## src/rtl/minibyte_gendemux.sv

```systemverilog
`default_nettype none
// ============================================================================
// Module      : minibyte_gendemux
// Description : 1-to-4 write demultiplexer for the minibyte write-back path.
//               It steers an 8-bit write bus into four registered destinations
//               (A/B/C/D). It supports single writes and auto-incrementing
//               bursts that wrap modulo 4. A one-hot registered load strobe
//               reports which destination changed.
//               Optional build macro: MINIBYTE_DEMUX_WRCNT_EN adds wr_cnt_out,
//               an 8-bit wrapping count of accepted write beats.
// Revision    : 1.0 - initial release
// ============================================================================
module minibyte_gendemux #(
    parameter logic [7:0] RESET_VAL = 8'h00,
    parameter int         BURST_LEN = 4
) (
    input  logic       clk,
    input  logic       rst,
    input  logic [7:0] data_in,
    input  logic [1:0] sel_in,
    input  logic       we_in,
    input  logic       burst_in,
    input  logic       clr_in,
    output logic [7:0] a_out,
    output logic [7:0] b_out,
    output logic [7:0] c_out,
    output logic [7:0] d_out,
    output logic [3:0] ld_out,
    output logic       busy_out
`ifdef MINIBYTE_DEMUX_WRCNT_EN
    ,
    output logic [7:0] wr_cnt_out
`endif
);

    // Beat index of the final burst write. Legal BURST_LEN is 1..4, so this
    // always fits in two bits.
    localparam logic [1:0] c_last_beat = 2'(BURST_LEN - 1);

    typedef enum logic [0:0] {
        IDLE  = 1'b0,
        BURST = 1'b1
    } state_t;

    state_t     r_state;
    logic [1:0] r_beat;
    logic [1:0] r_base;
    logic [7:0] r_dest [4];
    logic [3:0] r_ld;
    logic       r_busy;

    logic       w_wr_en;
    logic [1:0] w_wr_idx;
    logic [3:0] w_wr_onehot;

    // A clear in the same cycle drops the write beat. In BURST the index is
    // derived from the latched base, and sel_in is ignored.
    always_comb begin
        w_wr_en     = we_in & ~clr_in;
        w_wr_idx    = (r_state == BURST) ? (r_base + r_beat) : sel_in;
        w_wr_onehot = 4'(4'b0001 << w_wr_idx);
    end

    // Destination registers: reset/clear to RESET_VAL; otherwise only the
    // addressed destination loads, and all others hold.
    always_ff @(posedge clk) begin
        if (rst || clr_in) begin
            for (int i = 0; i < 4; i++) begin
                r_dest[i] <= RESET_VAL;
            end
        end else if (w_wr_en) begin
            r_dest[w_wr_idx] <= data_in;
        end
    end

    // Control FSM with registered load strobe and busy flag.
    always_ff @(posedge clk) begin
        if (rst) begin
            r_state <= IDLE;
            r_beat  <= 2'd0;
            r_base  <= 2'd0;
            r_ld    <= 4'b0000;
            r_busy  <= 1'b0;
        end else if (clr_in) begin
            r_state <= IDLE;
            r_beat  <= 2'd0;
            r_ld    <= 4'b1111;
            r_busy  <= 1'b0;
        end else begin
            r_ld <= 4'b0000;
            if (w_wr_en) begin
                r_ld <= w_wr_onehot;
                case (r_state)
                    IDLE: begin
                        if (burst_in) begin
                            r_base <= sel_in;
                            r_beat <= 2'd1;
                            // A one-beat burst is just a single write.
                            if (BURST_LEN > 1) begin
                                r_state <= BURST;
                                r_busy  <= 1'b1;
                            end
                        end
                    end
                    BURST: begin
                        if (r_beat == c_last_beat) begin
                            r_state <= IDLE;
                            r_busy  <= 1'b0;
                            r_beat  <= 2'd0;
                        end else begin
                            r_beat <= r_beat + 2'd1;
                        end
                    end
                    default: begin
                        r_state <= IDLE;
                        r_busy  <= 1'b0;
                    end
                endcase
            end
        end
    end

`ifdef MINIBYTE_DEMUX_WRCNT_EN
    logic [7:0] r_wr_cnt;

    // Count accepted write beats; the clear itself is not a write.
    always_ff @(posedge clk) begin
        if (rst || clr_in) begin
            r_wr_cnt <= 8'h00;
        end else if (w_wr_en) begin
            r_wr_cnt <= r_wr_cnt + 8'h01;
        end
    end

    assign wr_cnt_out = r_wr_cnt;
`endif

    assign a_out    = r_dest[0];
    assign b_out    = r_dest[1];
    assign c_out    = r_dest[2];
    assign d_out    = r_dest[3];
    assign ld_out   = r_ld;
    assign busy_out = r_busy;

endmodule
`default_nettype wire

```

## config.mk

```make
export PLATFORM = sky130hd
export DESIGN_NAME = minibyte_gendemux
export DESIGN_NICKNAME = d
export VERILOG_FILES = /design/src/rtl/minibyte_gendemux.sv
export SDC_FILE = /design/constraint.sdc
export NUM_CORES = 1
export LEC_CHECK = 0
export ABC_AREA = 1
export CAP_MARGIN = 10
export CORE_ASPECT_RATIO = 1.25
export CORE_UTILIZATION = 61
export CTS_CLUSTER_SIZE = 10
export DETAILED_ROUTE_END_ITERATION = 10
export DONT_BUFFER_PORTS = 1
export PLACE_DENSITY_LB_ADDON = 0.2
export RECOVER_POWER = 50
export SYNTH_ARGS = -nofsm -noshare
export SYNTH_HDL_FRONTEND = slang
export SYNTH_SLANG_ARGS = --single-unit
```

## constraint.sdc

```tcl
create_clock -name clk -period 2.22 [get_ports clk]
set_clock_uncertainty 0.2 [all_clocks]
set_input_delay 0.666 -clock clk [delete_from_list [all_inputs] [get_ports clk]]
set_output_delay 0.666 -clock clk [all_outputs]
set_load 0.005 [all_outputs]
```

# After elaboration in Yosys (flattened, before gate mapping)
# Memories as Yosys holds them, arrays and structs flattened.
# Cells that the tools add are included.
# op_classes
n_reduce_logical,6
add_sub_neg,2
bitwise_logic,3
n_mux,20
eq_ne,3
shift,1
# op_table
op,n
$mux 1,10
$mux 2,4
$mux 4,2
$mux 8,1
$reduce_or 8->1,1
$pmux 1 s2,2
$pmux 2 s2,1
$reduce_and 4->1,1
$shl 1x2->4 const A,1
$reduce_and 3->1,1
$add 2x1->2 const B,1
$add 2x2->2,1
$eq 2x2->1 const B,1
$ne 2x1->1 const B,1
$ne 2x2->1 const B,1
$not 1->1,2
$reduce_and 2->1,1
$reduce_or 2->1,1
$and 1x1->1,1
$logic_or 1x1->1,1
# totals
mem_count,1
ram_bits,32
output_inout_bits,37
register_bits,10
word_cells,41
inputBits,15
# mem_list
name,words,width,rd,rd_ports_with_merged_regs,wr,line,source
r_dest,4,8,4,0,4,48,logic [7:0] r_dest [4];

# Longest topological paths before layout
# logic_depth
depth_word,7
mapped_depth,7
depth_no_buf,6

# Worst setup path after synthesis
# No wires, ideal clock.
# synth_path
path_type,input-to-reg
start,input clr_in
end,"memory r_dest[2][0], enable pin"
setup_ps,329
arrival_ps,1392
required_time_ps,1691
slack_ps,299
cell_stages,5
n_path_buf,0
path_cell_list,inv_2 -> nand2_4 -> nor2_4 -> nand3_4 -> nand2_1
# synth_lines
element,line,source
"start, declared",23,"input logic clr_in,"
"end, declared",48,

==> flow_metrics.tcl <==
set metrics [dict create \
    status "finished, final reports clean" \
    cts-root-buf "clkbuf_4" \
    core_um2 2680 \
    ys_top_cells_by_count "edfxtp_1, nor2_1, inv_1, nand2_1, nand3_1" \
    synth_top_area_cell "edfxtp_1" \
    diodes 0 \
    cp_top_family "simple AND/OR/NAND/NOR gates" \
    cts_made_buffers 5 \
    vias_per_cell 5.68 \
    clk_path_buf_depth 2 \
    dp_hpwl_mm 2.49 \
    synth_area_um2 1720 \
    power_density_nw_per_um2 760 \
    ys_seq_elements 42 \
    post_cts_buffers 0 \
    worstPathRequired_ps 2230 \
    slowest_stage "nor2_1" \
    fin_util 0.663 \
    grt_pass1_wl_mm 4.82 \
    num_rows 21 \
    syn_to_final_growth_pct 3.65 \
    routedWlPerCell_um 16.8 \
    hold_ws_ps 159 \
    final_area_um2 1780 \
    clk_pin_slew_worst_paths_ps 110 \
    min_period_ps 1990 \
    cp-end-kind "flop" \
    layout.nets 172 \
    rsz0062_at_grt "no" \
    design.die.area_um2 3030 \
    clockPowerShare 0.280 \
    synth_area_leaders "edfxtp_1, dfxtp_1, nor2_1" \
    p_seq_frac 0.669 \
    switchingPower_mw 0.298 \
    ir_drop_v 0.000533 \
    avgSynthCellArea_um2 11.5 \
    gr-usage-all-layers 0.231 \
    timing.critical_path.slowest_cell_delay_ps 460 \
    place_congestion 0.903 \
    path_class "input pin to flop" \
    combinationalPowerShare 0.050 \
    clock_latency_ps 350 \
    placed_area_um2 1750 \
    cts_resized 0 \
    final-setup-viol-count 0 \
    first_pass_iters 4 \
    hold_path_class "input pin to flop" \
    grt_pass1_vias 988 \
    yosysUniqueCellTypes 21 \
    report.final.hold_viol_count 0 \
    first_iter_violations 29 \
    worst_pin_slew_ps 515 \
    htreeDepth 2 \
    max_freq_mhz 502 \
    cts_tree "built" \
    io_buffer_count 0 \
    antenna_found_initial 0 \
    layout-drive-gt1-share 0.122 \
    synth_edf_count 32 \
    crit_path_start_kind "input pin" \
    initial_core_util 0.640 \
    reg2reg_slack_ps 290 \
    path_buf_inv 1 \
    finalMaxSlewViolations 0 \
    max-slew-margin-rel 0.656 \
    die_w_um 49.4 \
    yosys_warnings 0 \
    synth_most_common_cell "edfxtp_1" \
    vias 1079 \
    synth_top_area_frac 0.560 \
    setup_tns_ps 0 \
    crit_path_max_fanout 8 \
    p_int_mw 1.05 \
    grt_overflow 0 \
    dieHeight_um 61.3 \
    async_flop_share 0 \
    drc_errors 0 \
    cts.sinks 42 \
    ys.flop_type "edfxtp_1" \
    crit_chain "inv_1 -> nand2_1 -> nor2_1 -> nand2_1 -> nor2_1" \
    p_sw_frac 0.220 \
    worstPathArrival_ps 2000 \
    timing.final.crit_share 0.897 \
    routed_wl_mm 3.20 \
    cap_violations 0 \
    syn_nets 166 \
    leakage_nw 0.719 \
    synthCells 149 \
    antenna_left 0 \
    cts_hold_buf 0 \
    pin_count 52 \
    grt_start_max_net_pins 13 \
    seq_area_frac_synth 0.677 \
    p_total_mw 1.35 \
]
==> logic make-up after synthesis <==
kind of cell | share of synthesized area
adders and majority gates | 0.0146
DFF | 0.677
buffers and inverters | 0.0460
and+or+nand+nor | 0.212
AOI/OAI and AO/OA | 0.0511
==> power by group through the flow <==
stage	Combinational, mW	Clock (mW)	Sequential (mW)
2_1_floorplan	0.0593	0	0.915
3_3_place_gp	0.0683	0	0.921
3_5_place_dp	0.0719	0	0.923
4_1_cts	0.0721	0.380	0.905
5_1_grt	0.0760	0.413	0.908
6_report	0.0682	0.378	0.904
==> worst reg2reg max path, delay by kind of cell, from the launching register on <==
kind / cells / cell delay (ps)
AND/OR/NAND/NOR: 5 / 790
flip-flops: 1 / 350
adder cells (fa/ha/maj): 1 / 290
==> flip-flops by register name, summed over array words and instances, names as in the netlist <==
signal / cells
r_state: 1
busy_out: 1
r_base: 2
ld_out: 4
r_dest: 32
r_beat: 2
==> metrics by stage <==
stage	std cells	setup slack (ps)
2_1_floorplan	149	299
6_report	190	228
3_5_place_dp	182	134
5_1_grt	190	128
3_3_place_gp	182	210
4_1_cts	190	290
==> final timing paths <==
kind / start / end / cells after the start
min: rst / ld_out[0]$_SDFF_PP0_ / 1
max reg2reg: r_beat[0]$_SDFFE_PP0P_ / r_dest[2][7]$_SDFFCE_PN0P_ / 6
min reg2reg: r_base[0]$_SDFFE_PP0P_ / r_base[0]$_SDFFE_PP0P_ / 2
max: clr_in / r_dest[2][6]$_SDFFCE_PN0P_ / 5
==> cell usage in the layout (no fill, tap or decap), types with 3 or more instances in the layout <==
cell,instances
clkbuf_4,5
nand3_1,11
a21oi_1,10
inv_1,15
nor2_1,29
nand2_1,22
dfxtp_1,10
o21ai_0,3
edfxtp_1,32
==> per-layer routing <==
layer,track usage,wire length [um],share of wire
met3,0.0988,263,0.082
met4,0.106,38,0.012
met1,0.250,1230,0.38
met2,0.399,1670,0.52
met5,0,0,0
==> layout make-up <==
class,instances,area (um^2)
fill,224,902
timing repair buffer,1,7.51
multi-input combinational,88,440
sequential,42,1160
clock buffer,7,55.1
inverter,17,66.3
tap,34,42.5
clock inverter,1,5.00
(Power assumes the default switching activity.)
